## config.mk

```make
export PLATFORM = sky130hd
export DESIGN_NAME = uart_instruction_link
export DESIGN_NICKNAME = d
export VERILOG_FILES = /design/src/rtl/uart_instruction_link.sv
export SDC_FILE = /design/constraint.sdc
export NUM_CORES = 1
export LEC_CHECK = 0
export ABC_AREA = 0
export BUFFER_PORTS_ARGS = -buffer_cell sky130_fd_sc_hd__buf_2
export CELL_PAD_IN_SITES_DETAIL_PLACEMENT = 0
export CELL_PAD_IN_SITES_GLOBAL_PLACEMENT = 2
export CORE_MARGIN = 5
export CORE_UTILIZATION = 37
export CTS_BUF_LIST = sky130_fd_sc_hd__clkbuf_4 sky130_fd_sc_hd__clkbuf_8
export DETAILED_ROUTE_END_ITERATION = 10
export PLACE_DENSITY = 0.9
export SLEW_MARGIN = 20
export SYNTH_ARGS = -nofsm -noshare
export SYNTH_HDL_FRONTEND = slang
export SYNTH_SLANG_ARGS = --single-unit
export TNS_END_PERCENT = 50
```

## constraint.sdc

```tcl
create_clock -name clk12 -period 2.2 [get_ports clk12]
set_input_delay 0.11 -clock clk12 [delete_from_list [all_inputs] [get_ports clk12]]
set_output_delay 0.11 -clock clk12 [all_outputs]
set_load 0.01 [all_outputs]
```

## src/rtl/uart_instruction_link.sv

```systemverilog
// uart_instruction_link
//   UART front end of the narvie debug link (8N1, LSB first).
//   The receiver assembles four valid serial bytes into a 32-bit instruction
//   word, first byte in the most significant position. The transmitter sends
//   one byte per accepted request and is used to stream the register file
//   back to the host. Receiver and transmitter run independently (full duplex).
//
// Parameters
//   BAUDRATE         clock cycles per bit (>= 4); 104 -> 115200 baud at 12 MHz
//
// Ports
//   clk12            system clock, rising edge
//   rstn             synchronous active-low reset
//   rx               asynchronous serial input, idle high
//   instruction      last complete received word
//   instruction_rcv  one-cycle pulse when instruction updates
//   tx_data          byte to send, sampled only on acceptance
//   tx_start         request to send tx_data
//   tx               serial output, idle high
//   tx_ready         transmitter idle and able to accept a request
module uart_instruction_link #(
  parameter int BAUDRATE = 104
) (
  input  logic        clk12,
  input  logic        rstn,
  input  logic        rx,
  output logic [31:0] instruction,
  output logic        instruction_rcv,
  input  logic [7:0]  tx_data,
  input  logic        tx_start,
  output logic        tx,
  output logic        tx_ready
);

  localparam int CW = $clog2(BAUDRATE);
  localparam logic [CW-1:0] BIT_LAST  = CW'(BAUDRATE - 1);
  localparam logic [CW-1:0] HALF_LAST = CW'(BAUDRATE / 2 - 1);

  typedef enum logic [1:0] {RX_IDLE, RX_START, RX_DATA, RX_STOP} rx_state_t;
  typedef enum logic [1:0] {TX_IDLE, TX_START, TX_DATA, TX_STOP} tx_state_t;

  // Receiver state
  logic          rx_meta_q, rx_meta_d;
  logic          rx_sync_q, rx_sync_d;
  logic          rx_prev_q, rx_prev_d;
  rx_state_t     rx_state_q, rx_state_d;
  logic [CW-1:0] rx_cnt_q, rx_cnt_d;
  logic [2:0]    rx_bit_q, rx_bit_d;
  logic [7:0]    rx_shift_q, rx_shift_d;
  logic [31:0]   asm_word_q, asm_word_d;
  logic [1:0]    byte_cnt_q, byte_cnt_d;
  logic [31:0]   instr_q, instr_d;
  logic          instr_rcv_q, instr_rcv_d;

  // Transmitter state
  tx_state_t     tx_state_q, tx_state_d;
  logic [CW-1:0] tx_cnt_q, tx_cnt_d;
  logic [2:0]    tx_bit_q, tx_bit_d;
  logic [7:0]    tx_shift_q, tx_shift_d;
  logic          tx_line_q, tx_line_d;
  logic          tx_rdy_q, tx_rdy_d;

  assign instruction     = instr_q;
  assign instruction_rcv = instr_rcv_q;
  assign tx              = tx_line_q;
  assign tx_ready        = tx_rdy_q;

  // Receiver next state. A start is only recognised on a true falling edge
  // of the synchronized line (rx_prev_q high, rx_sync_q low). The edge flops
  // reset low, so a line that is already low when reset releases, or a stop
  // bit held low after a framing error, never launches a bogus frame.
  always_comb begin
    rx_meta_d   = rx;
    rx_sync_d   = rx_meta_q;
    rx_prev_d   = rx_sync_q;
    rx_state_d  = rx_state_q;
    rx_cnt_d    = rx_cnt_q;
    rx_bit_d    = rx_bit_q;
    rx_shift_d  = rx_shift_q;
    asm_word_d  = asm_word_q;
    byte_cnt_d  = byte_cnt_q;
    instr_d     = instr_q;
    instr_rcv_d = 1'b0;

    case (rx_state_q)
      RX_IDLE: begin
        if (rx_prev_q && !rx_sync_q) begin
          rx_state_d = RX_START;
          rx_cnt_d   = '0;
        end
      end
      RX_START: begin
        // Re-check the line at mid start bit; a high line means a glitch.
        if (rx_cnt_q == HALF_LAST) begin
          rx_cnt_d   = '0;
          rx_bit_d   = 3'd0;
          rx_state_d = rx_sync_q ? RX_IDLE : RX_DATA;
        end else begin
          rx_cnt_d = rx_cnt_q + 1'b1;
        end
      end
      RX_DATA: begin
        if (rx_cnt_q == BIT_LAST) begin
          rx_cnt_d   = '0;
          rx_shift_d = {rx_sync_q, rx_shift_q[7:1]};
          if (rx_bit_q == 3'd7) begin
            rx_state_d = RX_STOP;
          end else begin
            rx_bit_d = rx_bit_q + 3'd1;
          end
        end else begin
          rx_cnt_d = rx_cnt_q + 1'b1;
        end
      end
      RX_STOP: begin
        // A low stop bit drops the byte without touching the byte count.
        if (rx_cnt_q == BIT_LAST) begin
          rx_cnt_d   = '0;
          rx_state_d = RX_IDLE;
          if (rx_sync_q) begin
            asm_word_d = {asm_word_q[23:0], rx_shift_q};
            byte_cnt_d = byte_cnt_q + 2'd1;
            if (byte_cnt_q == 2'd3) begin
              instr_d     = {asm_word_q[23:0], rx_shift_q};
              instr_rcv_d = 1'b1;
            end
          end
        end else begin
          rx_cnt_d = rx_cnt_q + 1'b1;
        end
      end
      default: rx_state_d = RX_IDLE;
    endcase
  end

  // Transmitter next state. tx_ready drops on the acceptance edge so the
  // control logic always sees a low cycle; it rises again after the full
  // stop bit, which lets a held tx_start start the next frame right away.
  always_comb begin
    tx_state_d = tx_state_q;
    tx_cnt_d   = tx_cnt_q;
    tx_bit_d   = tx_bit_q;
    tx_shift_d = tx_shift_q;
    tx_line_d  = tx_line_q;
    tx_rdy_d   = tx_rdy_q;

    case (tx_state_q)
      TX_IDLE: begin
        if (tx_start && tx_rdy_q) begin
          tx_shift_d = tx_data;
          tx_line_d  = 1'b0;
          tx_rdy_d   = 1'b0;
          tx_cnt_d   = '0;
          tx_state_d = TX_START;
        end
      end
      TX_START: begin
        if (tx_cnt_q == BIT_LAST) begin
          tx_cnt_d   = '0;
          tx_bit_d   = 3'd0;
          tx_line_d  = tx_shift_q[0];
          tx_shift_d = {1'b0, tx_shift_q[7:1]};
          tx_state_d = TX_DATA;
        end else begin
          tx_cnt_d = tx_cnt_q + 1'b1;
        end
      end
      TX_DATA: begin
        if (tx_cnt_q == BIT_LAST) begin
          tx_cnt_d = '0;
          if (tx_bit_q == 3'd7) begin
            tx_line_d  = 1'b1;
            tx_state_d = TX_STOP;
          end else begin
            tx_bit_d   = tx_bit_q + 3'd1;
            tx_line_d  = tx_shift_q[0];
            tx_shift_d = {1'b0, tx_shift_q[7:1]};
          end
        end else begin
          tx_cnt_d = tx_cnt_q + 1'b1;
        end
      end
      TX_STOP: begin
        if (tx_cnt_q == BIT_LAST) begin
          tx_cnt_d   = '0;
          tx_rdy_d   = 1'b1;
          tx_state_d = TX_IDLE;
        end else begin
          tx_cnt_d = tx_cnt_q + 1'b1;
        end
      end
      default: tx_state_d = TX_IDLE;
    endcase
  end

  // All state registers, synchronous active-low reset.
  always_ff @(posedge clk12) begin
    if (!rstn) begin
      rx_meta_q   <= 1'b0;
      rx_sync_q   <= 1'b0;
      rx_prev_q   <= 1'b0;
      rx_state_q  <= RX_IDLE;
      rx_cnt_q    <= '0;
      rx_bit_q    <= 3'd0;
      rx_shift_q  <= 8'h00;
      asm_word_q  <= 32'h0;
      byte_cnt_q  <= 2'd0;
      instr_q     <= 32'h0;
      instr_rcv_q <= 1'b0;
      tx_state_q  <= TX_IDLE;
      tx_cnt_q    <= '0;
      tx_bit_q    <= 3'd0;
      tx_shift_q  <= 8'h00;
      tx_line_q   <= 1'b1;
      tx_rdy_q    <= 1'b1;
    end else begin
      rx_meta_q   <= rx_meta_d;
      rx_sync_q   <= rx_sync_d;
      rx_prev_q   <= rx_prev_d;
      rx_state_q  <= rx_state_d;
      rx_cnt_q    <= rx_cnt_d;
      rx_bit_q    <= rx_bit_d;
      rx_shift_q  <= rx_shift_d;
      asm_word_q  <= asm_word_d;
      byte_cnt_q  <= byte_cnt_d;
      instr_q     <= instr_d;
      instr_rcv_q <= instr_rcv_d;
      tx_state_q  <= tx_state_d;
      tx_cnt_q    <= tx_cnt_d;
      tx_bit_q    <= tx_bit_d;
      tx_shift_q  <= tx_shift_d;
      tx_line_q   <= tx_line_d;
      tx_rdy_q    <= tx_rdy_d;
    end
  end

endmodule

```

==> results by group, run 1 <==
Hold path
  • End of the worst hold path: tx_shift_q[7]$_SDFFE_PN0P_
  • Worst hold-check path type: input port to register
  • Hold path startpoint: tx_data[7]
  • Instance count along the most critical hold path: 3

Critical path
  • Start-to-end type of the worst setup path: register to register
  • Origin of the worst setup path: tx_state_q[0]$_SDFFE_PN0P_
  • Flop2flop setup slack: 0.31 ns
  • Arr. time, crit path: 2.16 ns
  • Crit path launch type: register
  • Critical register-to-register path startpoint: tx_state_q[0]$_SDFFE_PN0P_
  • Reg2reg end: tx_shift_q[3]$_SDFFE_PN0P_
  • Number of cells on the worst reg-to-reg path: 6
  • Maximum fanout along the worst path: 11
  • Worst path required time: 2.47 ns
  • Kind of capture point of the worst setup path: register

Status
  • Status: completed

STA
  • Maximum clock rate: 529 MHz
  • Number of failing hold endpoints at the final stage: 0
  • Fin. max-slew vios: 0
  • Maximum clock skew at final layout: 0.0119 ns
  • Transition at the pin with the smallest max-transition slack: 0.588 ns
  • Share of the clock period used by the worst path after layout: 85.9%
  • Final setup vio count: 0
  • Unrepaired setup endpoints after global routing: false
  • Min Tclk post-route: 1.89 ns
  • Post-route setup slack: 0.309 ns
  • Final total negative setup slack: 0 ns
  • Worst max-slew margin expressed relative to the limit: 60.7%

Synthesis
  • Synth top area share: 45.4%
  • Most used standard cells in the synthesized netlist: sky130_fd_sc_hd__nand2_1, sky130_fd_sc_hd__dfxtp_1, sky130_fd_sc_hd__a21oi_1
  • YS warnings: 0
  • Number of register bits inferred by synthesis: 104
  • Dominant register cell in the synthesized netlist: sky130_fd_sc_hd__dfxtp_1
  • Synthesized-area fraction occupied by and/or/nand/nor cells: 22.4%
  • Cell with the most instances after synthesis: sky130_fd_sc_hd__nand2_1
  • Post-synth design cell area: 0.00459 mm2
  • Sequential-to-total area share from yosys stat: 45.4%
  • Number of synthesized flops with an enable pin: 0
  • Main combinational cell family by area after synthesis: simple AND/OR/NAND/NOR gates
  • Average cell area after synthesis: 8.45 um2
  • Synthesized-area fraction occupied by ao, oa, aoi and oai cells: 18.5%
  • Synth Instances: 543
  • Library cell occupying the most area in the post-synthesis netlist: sky130_fd_sc_hd__dfxtp_1
  • Share of synthesized area spent on multiplexers: 3.93%
  • Adder-cell share of the synthesized area: 3.27%
  • Number of distinct library cell variants in the gate-level netlist after synthesis: 57
  • Syn Nets: 567
  • Post-synthesis share of cell area spent on xor and xnor gates: 1.15%
  • Top post-synthesis cells by area: sky130_fd_sc_hd__dfxtp_1, sky130_fd_sc_hd__nand2_1, sky130_fd_sc_hd__a21oi_1
  • Async set-reset flop share out of synthesis: 0%

Die
  • Die boundary width: 121 um
  • Placeable core area: 0.0121 mm2
  • Initial Utilization: 38.0%
  • Total Die Area: 0.0147 mm2
  • Number of top-level pins: 47
  • Die height: 121 um
  • Standard-cell rows: 40

Power
  • Fraction of power spent switching nets: 29.6%
  • Net switching power: 1.28 mW
  • Design internal power: 3.04 mW
  • Fraction of power consumed by combinational cells: 21.8%
  • Post-layout total power: 4.32 mW
  • Power density over cell area: 837 mW/mm2
  • Power share of the clock group: 30.6%
  • Static leakage: 1.93 nW
  • Sequential Power Share: 47.6%
  • Maximum vdd ir drop: 0.583 mV

Global routing
  • Total routing usage reported by global routing: 14.1%
  • Wire length of the first global-routing pass: 17.3 mm
  • Number of antenna violations at the first check in global routing: 0
  • Number of global-route vias before repair: 3647
  • Leftover overflow at the end of global routing: 0
  • Maximum number of pins on one net before global-route repair: 37

Placement
  • Total of buffers placed on input and output ports: 46
  • Weighted congestion reported at the end of routability-driven placement: 0.844
  • Minimum setup slack after placement: 0.169 ns
  • HPWL after DPL: 6.78 mm

Detailed routing
  • Mean routed wirelength per cell: 13.2 um
  • Final routed wirelength across all metal layers: 9.87 mm
  • DRC violation total after the first TritonRoute iteration: 199
  • DRC violation count after routing: 0
  • Via density per instance: 4.94
  • Total iterations of the first detailed-routing run: 4
  • Antenna viol nets, final: 0
  • Via Count: 3694

CTS
  • Clock tree sinks: 104
  • CTS HTree Levels: 3
  • CTS tree: done
  • Worst skew pair latency: 0.37 ns
  • Clock buffer count from CTS: 9
  • Root Driver: sky130_fd_sc_hd__clkbuf_8
  • Clock transition at path regs: 0.10 ns
  • Maximum root-to-sink buffer count: 2

Cells and area
  • Synth-to-layout area growth: 12.4%
  • Antenna diode instance count: 0
  • Fraction of final layout cells sized beyond drive strength 1: 17.8%
  • Count of fill cells added during filler insertion: 1217
  • Net count, final: 601

Run
  • Max Cap Viol: 0
state kept, by name, indices dropped and copies added (netlist names), named ones only:
register / flops
tx_cnt_q: 7
rx_cnt_q: 7
tx_bit_q: 3
instruction_rcv: 1
byte_cnt_q: 2
rx_shift_q: 8
tx_ready: 1
rx_prev_q: 1
rx_prev_d: 1
rx_meta_q: 1
instruction: 32
tx: 1
tx_state_q: 2
asm_word_q: 24
rx_bit_q: 3
rx_state_q: 1
tx_shift_q: 8
placed cells by master (no fill, tap or decap), types with 3 or more instances in the layout:
cell type / count
sky130_fd_sc_hd__nand2_1: 140
sky130_fd_sc_hd__dfxtp_1: 104
sky130_fd_sc_hd__a21oi_1: 61
sky130_fd_sc_hd__buf_2: 46
sky130_fd_sc_hd__nor2_1: 26
sky130_fd_sc_hd__a21oi_2: 19
sky130_fd_sc_hd__mux2i_1: 18
sky130_fd_sc_hd__o21ai_0: 15
sky130_fd_sc_hd__ha_1: 12
sky130_fd_sc_hd__inv_1: 11
sky130_fd_sc_hd__nand3_1: 11
sky130_fd_sc_hd__buf_4: 11
sky130_fd_sc_hd__clkbuf_8: 10
sky130_fd_sc_hd__and2_1: 8
sky130_fd_sc_hd__a211oi_1: 8
sky130_fd_sc_hd__and3_1: 6
sky130_fd_sc_hd__nand4_1: 5
sky130_fd_sc_hd__xnor2_1: 4
sky130_fd_sc_hd__nor2b_1: 3
sky130_fd_sc_hd__nor3_1: 3
sky130_fd_sc_hd__a211o_1: 3
sky130_fd_sc_hd__nor4b_1: 3
final cells by class:
class                   instances  area, um2  area share (%)
multi-input cells             391       2260            43.9
flip-flops and latches        104       2080            40.4
repair buffers                 59        343            6.65
well taps                     168        210            4.07
clock buffers                  10        138            2.67
clock inverters                 4       77.6            1.50
inverters                      12       45.0           0.873
through the flow:
step | cell area, um2 | std cells | utilization [%] | hold WS [ns]
CTS | 5160 | 748 | 42.7 | 0.00564
detailed placement | 4930 | 733 | 40.9 | 0.323
global route | 5160 | 748 | 42.8 | 0.00665
floorplan | 4590 | 543 | - | 0.237
global placement | 4930 | 733 | 40.9 | 0.320
finish | 5160 | 748 | 42.8 | 0.0224
critical path, cell delays in order (launching register included):
cell                       delay (ns)
sky130_fd_sc_hd__dfxtp_1         0.36
sky130_fd_sc_hd__inv_1           0.13
sky130_fd_sc_hd__ha_1            0.38
sky130_fd_sc_hd__nand2_1         0.09
sky130_fd_sc_hd__a31o_2          0.33
sky130_fd_sc_hd__and2_1          0.26
sky130_fd_sc_hd__a211oi_1        0.25
power groups by stage:
stage / clock [mW] / sequential (mW) / combinational (mW)
after floorplan: 0 / 2.08 / 0.742
after global placement: 0 / 2.09 / 0.912
after detailed placement: 0 / 2.10 / 0.938
after CTS: 1.37 / 2.05 / 0.941
after global routing: 1.46 / 2.07 / 1.05
final: 1.32 / 2.06 / 0.942
metal layers:
metal	global-route usage, %	routed length, um	vias to the layer above
li1	-	-	1922
met1	19.3	4980	1706
met2	21.9	4440	61
met3	3.64	398	5
met4	3.85	59	0
met5	0	0	-
kinds of logic after synthesis:
| group | count (synthesis) |
|---|---|
| adder cells (fa/ha/maj) | 12 |
| XOR/XNOR | 6 |
| buffers and inverters | 48 |
| flip-flops | 104 |
| multiplexers | 18 |
| AO/OA/AOI/OAI | 131 |
| AND/OR/NAND/NOR | 224 |
worst max-delay path by stage:
stage	depth (start not counted)	slack [ns]	endpoint
after floorplan	8	0.51	tx_shift_q[0]$_SDFFE_PN0P_
after global placement	6	0.28	tx_shift_q[6]$_SDFFE_PN0P_
after detailed placement	6	0.17	tx_shift_q[2]$_SDFFE_PN0P_
after CTS	6	0.15	tx_shift_q[2]$_SDFFE_PN0P_
after global routing	6	0.15	tx_shift_q[6]$_SDFFE_PN0P_
final	6	0.31	tx_shift_q[3]$_SDFFE_PN0P_
what timing repair did:
item                                    4_1_cts  5_1_grt
resized for setup                             0        1
endpoints found under the setup margin        0        7
hold endpoints to repair                      1        0
buffers inserted                              0        0
hold buffers                                  1        0
Note: power is estimated with default switching activity, not from simulation.
==> run 2, diff against run 1 <==
==> constraint.sdc (replaced) <==
create_clock -name clk12 -period 1.9 [get_ports clk12]
set_input_delay 0.19 -clock clk12 [delete_from_list [all_inputs] [get_ports clk12]]
set_output_delay 0.19 -clock clk12 [all_outputs]
set_load 0.01 [all_outputs]
==> results by group, run 2 (synthesis results as in run 1) <==
Status
  • Status: completed

CTS
  • Root Driver: sky130_fd_sc_hd__clkbuf_8
  • Worst skew pair latency: 0.37 ns
  • Clock buffer count from CTS: 9
  • CTS HTree Levels: 3
  • Post-CTS setup-driven buffer insertion count: 0
  • Clock tree sinks: 104
  • Clock transition at path regs: 0.10 ns
  • Maximum root-to-sink buffer count: 2
  • CTS tree: done

Placement
  • HPWL after DPL: 6.78 mm
  • Total of buffers placed on input and output ports: 46
  • Weighted congestion reported at the end of routability-driven placement: 0.836
  • Minimum setup slack after placement: 0.124 ns
  • Total placed cells including tap cells: 738

Global routing
  • Wire length of the first global-routing pass: 16.7 mm
  • Global Route met3 Usage: 3.96%
  • Number of global-route vias before repair: 3561
  • GRT met2 Usage: 21.8%
  • Global routing's busiest layer: met2
  • Number of antenna violations at the first check in global routing: 0
  • Leftover overflow at the end of global routing: 0
  • Maximum number of pins on one net before global-route repair: 49
  • Met1 global-route usage: 18.2%
  • Total routing usage reported by global routing: 13.8%

Detailed routing
  • Final routed wirelength across all metal layers: 9.91 mm
  • Via density per instance: 4.92
  • Via Count: 3707
  • Antenna viol nets, final: 0
  • Mean routed wirelength per cell: 13.2 um
  • Total iterations of the first detailed-routing run: 6
  • DRC violation count after routing: 0
  • DRC violation total after the first TritonRoute iteration: 191

Cells and area
  • Synth-to-layout area growth: 12.8%
  • Net count, final: 605
  • Antenna diode instance count: 0
  • Most common cell after layout, fill and taps aside: sky130_fd_sc_hd__nand2_1
  • Fraction of final layout cells sized beyond drive strength 1: 19.1%
  • Final Non-Filler Cells: 753
  • Max reg flops: 32
  • Top library cells by usage in the layout, fill and taps aside: sky130_fd_sc_hd__nand2_1, sky130_fd_sc_hd__dfxtp_1, sky130_fd_sc_hd__a21oi_1
  • Final design utilization: 42.9%

STA
  • Maximum clock rate: 546 MHz
  • Worst max-slew margin expressed relative to the limit: 68.4%
  • Share of the clock period used by the worst path after layout: 96.3%
  • Min Tclk post-route: 1.83 ns
  • Final setup vio count: 0
  • Unrepaired setup endpoints after global routing: false
  • Final total negative setup slack: 0 ns
  • Fin. max-slew vios: 0
  • Final-layout worst hold slack: 0.0261 ns
  • Transition at the pin with the smallest max-transition slack: 0.469 ns
  • Post-route setup slack: 0.0694 ns
  • Maximum clock skew at final layout: 0.00936 ns
  • Number of failing hold endpoints at the final stage: 0

Die
  • Die height: 121 um
  • Total Die Area: 0.0147 mm2
  • Number of top-level pins: 47
  • Initial Utilization: 38.0%
  • Standard-cell rows: 40
  • Placeable core area: 0.0121 mm2
  • Die boundary width: 121 um

Power
  • Maximum vdd ir drop: 0.722 mV
  • Power density over cell area: 926 mW/mm2
  • Static leakage: 1.93 nW

Critical path
  • Start-to-end type of the worst setup path: register to register
  • Worst path required time: 2.17 ns
  • Flop2flop setup slack: 0.07 ns
  • Maximum fanout along the worst path: 7
  • Kind of capture point of the worst setup path: register
  • Crit path launch type: register
  • CP Cell Sequence: inv_1 > ha_1 > a21boi_1 > buf_4 > nor4b_1 > xnor2_1 > nor2_1
  • Cell at the slowest stage of the critical path: sky130_fd_sc_hd__dfxtp_1
  • Arr. time, crit path: 2.11 ns
  • Critical register-to-register path startpoint: tx_state_q[0]$_SDFFE_PN0P_
  • Reg2reg end: tx_cnt_q[6]$_SDFFE_PN0P_
  • Number of cells on the worst reg-to-reg path: 7
  • Critical Path Max Stage Delay: 0.40 ns

Hold path
  • End of the worst hold path: rx_meta_q$_SDFF_PN0_
  • Instance count along the most critical hold path: 2
  • Hold path startpoint: rx
  • Worst hold-check path type: input port to register

Run
  • Max Cap Viol: 0
run 2: cell count changes in the layout (fill, tap and decap cells not counted), moves of 2 or more:
cell / before / now
sky130_fd_sc_hd__clkbuf_4: 0 / 2
sky130_fd_sc_hd__buf_12: 1 / 3
sky130_fd_sc_hd__clkinvlp_4: 0 / 2
sky130_fd_sc_hd__buf_4: 11 / 14
sky130_fd_sc_hd__bufinv_16: 2 / 0
run 2: worst max-delay path, delay by kind of cell, from the launching register on:
| family | cells | cell delay [ns] |
|---|---|---|
| DFF | 1 | 0.40 |
| buffers and inverters | 2 | 0.30 |
| AOI/OAI and AO/OA | 1 | 0.16 |
| and+or+nand+nor | 2 | 0.45 |
| xor gates and xnor gates | 1 | 0.17 |
| adders and majority gates | 1 | 0.25 |
run 2: stage by stage:
step           power, mW  instance area (um2)
6_report            4.79                 5180
2_1_floorplan       3.27                 4590
5_1_grt             5.08                 5180
3_5_place_dp        3.56                 4990
4_1_cts             4.84                 5160
3_3_place_gp        3.53                 4990
run 2: layout make-up:
| class | count | area, um2 |
|---|---|---|
| Fill cell | 1232 | 6880 |
| Multi-Input combinational cell | 391 | 2270 |
| Sequential cell | 104 | 2080 |
| Timing Repair Buffer | 63 | 395 |
| Tap cell | 168 | 210 |
| Clock buffer | 11 | 139 |
| Inverter | 12 | 45.0 |
| Clock inverter | 4 | 32.5 |
run 2: where the power goes:
part	internal, mW	switching (mW)	total, mW
clock network	0.504	0.756	1.26
registers	2.29	0.0859	2.38
logic	0.496	0.656	1.15
total	3.29	1.50	4.79
run 2: how the worst max path moves through the flow:
stage                                           from                          to  slack (ns)  depth (start not counted)
final                     tx_state_q[0]$_SDFFE_PN0P_    tx_cnt_q[6]$_SDFFE_PN0P_        0.07                          7
after detailed placement  tx_state_q[0]$_SDFFE_PN0P_  tx_shift_q[4]$_SDFFE_PN0P_        0.12                          6
after global placement      tx_cnt_q[2]$_SDFFE_PN0P_  tx_shift_q[1]$_SDFFE_PN0P_        0.18                          5
after CTS                 tx_state_q[0]$_SDFFE_PN0P_  tx_shift_q[6]$_SDFFE_PN0P_         0.1                          7
after global routing        rx_cnt_q[0]$_SDFFE_PN0P_    rx_cnt_q[6]$_SDFFE_PN0P_        0.01                          5
after floorplan           tx_state_q[0]$_SDFFE_PN0P_  tx_shift_q[0]$_SDFFE_PN0P_        0.21                          8
run 2: repair_timing:
item,CTS,global route
setup endpoints to repair,0,8
hold buffers,0,0
resized for setup,0,4
run 2: routing by layer:
layer	up-vias	part of all wire (%)
li1	1939	-
met1	1705	49
met2	55	46
met3	8	3.7
met4	0	1.2
met5	-	0
==> run 3, diff against run 2 <==
Settings changed: CORE_MARGIN 5 to unset.
==> results by group, run 3 (synthesis results as in run 1) <==
Detailed routing
  • Mean routed wirelength per cell: 12.9 um
  • Via density per instance: 4.92
  • DRC violation total after the first TritonRoute iteration: 230
  • Via Count: 3699
  • Final routed wirelength across all metal layers: 9.69 mm
  • Total iterations of the first detailed-routing run: 4
  • DRC violation count after routing: 0
  • Antenna viol nets, final: 0

Critical path
  • Flop2flop setup slack: 0.15 ns
  • Crit path launch type: register
  • Start-to-end type of the worst setup path: register to register
  • Maximum fanout along the worst path: 7
  • Kind of capture point of the worst setup path: register
  • Reg2reg end: tx_cnt_q[6]$_SDFFE_PN0P_
  • Number of cells on the worst reg-to-reg path: 7
  • Arr. time, crit path: 2.02 ns
  • Worst path required time: 2.17 ns
  • Critical register-to-register path startpoint: tx_state_q[0]$_SDFFE_PN0P_

Die
  • Die height: 113 um
  • Initial Utilization: 38.0%
  • Number of top-level pins: 47
  • Placeable core area: 0.0121 mm2
  • Total Die Area: 0.0128 mm2
  • Standard-cell rows: 40
  • Die boundary width: 113 um

STA
  • Final total negative setup slack: 0 ns
  • Worst max-slew margin expressed relative to the limit: 70.2%
  • Number of failing hold endpoints at the final stage: 0
  • Share of the clock period used by the worst path after layout: 92.2%
  • Maximum clock rate: 571 MHz
  • Maximum clock skew at final layout: 0.0120 ns
  • Transition at the pin with the smallest max-transition slack: 0.448 ns
  • Unrepaired setup endpoints after global routing: false
  • Fin. max-slew vios: 0
  • Post-route setup slack: 0.147 ns
  • Min Tclk post-route: 1.75 ns
  • Final setup vio count: 0

CTS
  • Clock transition at path regs: 0.10 ns
  • Worst skew pair latency: 0.37 ns
  • Root Driver: sky130_fd_sc_hd__clkbuf_8
  • Maximum root-to-sink buffer count: 2
  • Clock buffer count from CTS: 9
  • Clock tree sinks: 104
  • CTS HTree Levels: 3
  • CTS tree: done
  • Post-CTS Hold Buffers: 0

Cells and area
  • Most common cell after layout, fill and taps aside: sky130_fd_sc_hd__nand2_1
  • Synth-to-layout area growth: 13.3%
  • Max reg flops: 32
  • Top library cells by usage in the layout, fill and taps aside: sky130_fd_sc_hd__nand2_1, sky130_fd_sc_hd__dfxtp_1, sky130_fd_sc_hd__a21oi_1
  • Antenna diode instance count: 0
  • Fraction of final layout cells sized beyond drive strength 1: 19.2%
  • Net count, final: 604

Placement
  • Weighted congestion reported at the end of routability-driven placement: 0.818
  • Total of buffers placed on input and output ports: 46
  • Minimum setup slack after placement: 0.0690 ns
  • HPWL after DPL: 6.46 mm

Power
  • Power density over cell area: 963 mW/mm2
  • Static leakage: 1.95 nW
  • Maximum vdd ir drop: 0.775 mV

Global routing
  • Total routing usage reported by global routing: 16.2%
  • Wire length of the first global-routing pass: 16.6 mm
  • Number of global-route vias before repair: 3573
  • Maximum number of pins on one net before global-route repair: 70
  • Number of antenna violations at the first check in global routing: 0
  • Leftover overflow at the end of global routing: 0

Hold path
  • Worst hold-check path type: input port to register
  • Instance count along the most critical hold path: 2
  • Hold path startpoint: rx
  • End of the worst hold path: rx_meta_q$_SDFF_PN0_

Status
  • Status: completed

Run
  • Max Cap Viol: 0
==> run 3: routing by layer <==
layer | up-vias | wire, um | GRT usage [%]
met1 | 1696 | 4980 | 21.2
met4 | 0 | 112 | 5.53
met2 | 61 | 4240 | 25.2
met5 | - | 0 | 0
met3 | 6 | 369 | 4.98
li1 | 1936 | - | -
==> run 3: area by class of cell <==
type	instances	area (um2)
timing repair buffer	62	375
inverter	12	45.0
tap	168	210
multi-input combinational	391	2270
fill	1230	6870
clock inverter	5	81.3
sequential	104	2080
clock buffer	10	131
==> run 3: worst max-delay path, cell delays in order, from the launching register on <==
cell	delay, ns
sky130_fd_sc_hd__dfxtp_1	0.38
sky130_fd_sc_hd__inv_1	0.11
sky130_fd_sc_hd__ha_1	0.24
sky130_fd_sc_hd__a21boi_1	0.16
sky130_fd_sc_hd__buf_4	0.18
sky130_fd_sc_hd__nor4b_1	0.37
sky130_fd_sc_hd__xnor2_1	0.17
sky130_fd_sc_hd__nor2_1	0.05
==> run 3: worst max path at each step <==
stage	to	start	slack, ns
2_1_floorplan	tx_shift_q[0]$_SDFFE_PN0P_	tx_state_q[0]$_SDFFE_PN0P_	0.21
6_report	tx_cnt_q[6]$_SDFFE_PN0P_	tx_state_q[0]$_SDFFE_PN0P_	0.15
3_3_place_gp	tx_shift_q[5]$_SDFFE_PN0P_	tx_state_q[0]$_SDFFE_PN0P_	0.14
4_1_cts	tx_shift_q[2]$_SDFFE_PN0P_	tx_state_q[0]$_SDFFE_PN0P_	0.05
5_1_grt	tx_cnt_q[6]$_SDFFE_PN0P_	tx_state_q[1]$_SDFFE_PN0P_	0.01
3_5_place_dp	tx_shift_q[4]$_SDFFE_PN0P_	tx_state_q[0]$_SDFFE_PN0P_	0.07
==> run 3: what timing repair did <==
item | in CTS | in global routing
buffers inserted | 0 | 0
setup endpoints to repair | 0 | 18
gates resized for setup | 0 | 6
==> run 3: where the power goes <==
part	total [mW]	leakage (nW)	switching, mW	internal, mW
sequential	2.38	0.841	0.0834	2.29
combinational	1.13	1.01	0.644	0.488
clock	1.49	0.106	0.742	0.752
==> run 3: metrics by stage <==
stage	hold WS, ns	power [mW]	utilization, %	cell area (um2)	std cells
6_report	0.0410	5.00	43.1	5200	752
5_1_grt	0.0183	5.30	43.1	5200	752
4_1_cts	0.0132	5.06	43.0	5190	752
3_5_place_dp	0.419	3.53	41.2	4970	737
3_3_place_gp	0.404	3.51	41.2	4970	737
2_1_floorplan	0.317	3.27	-	4590	543
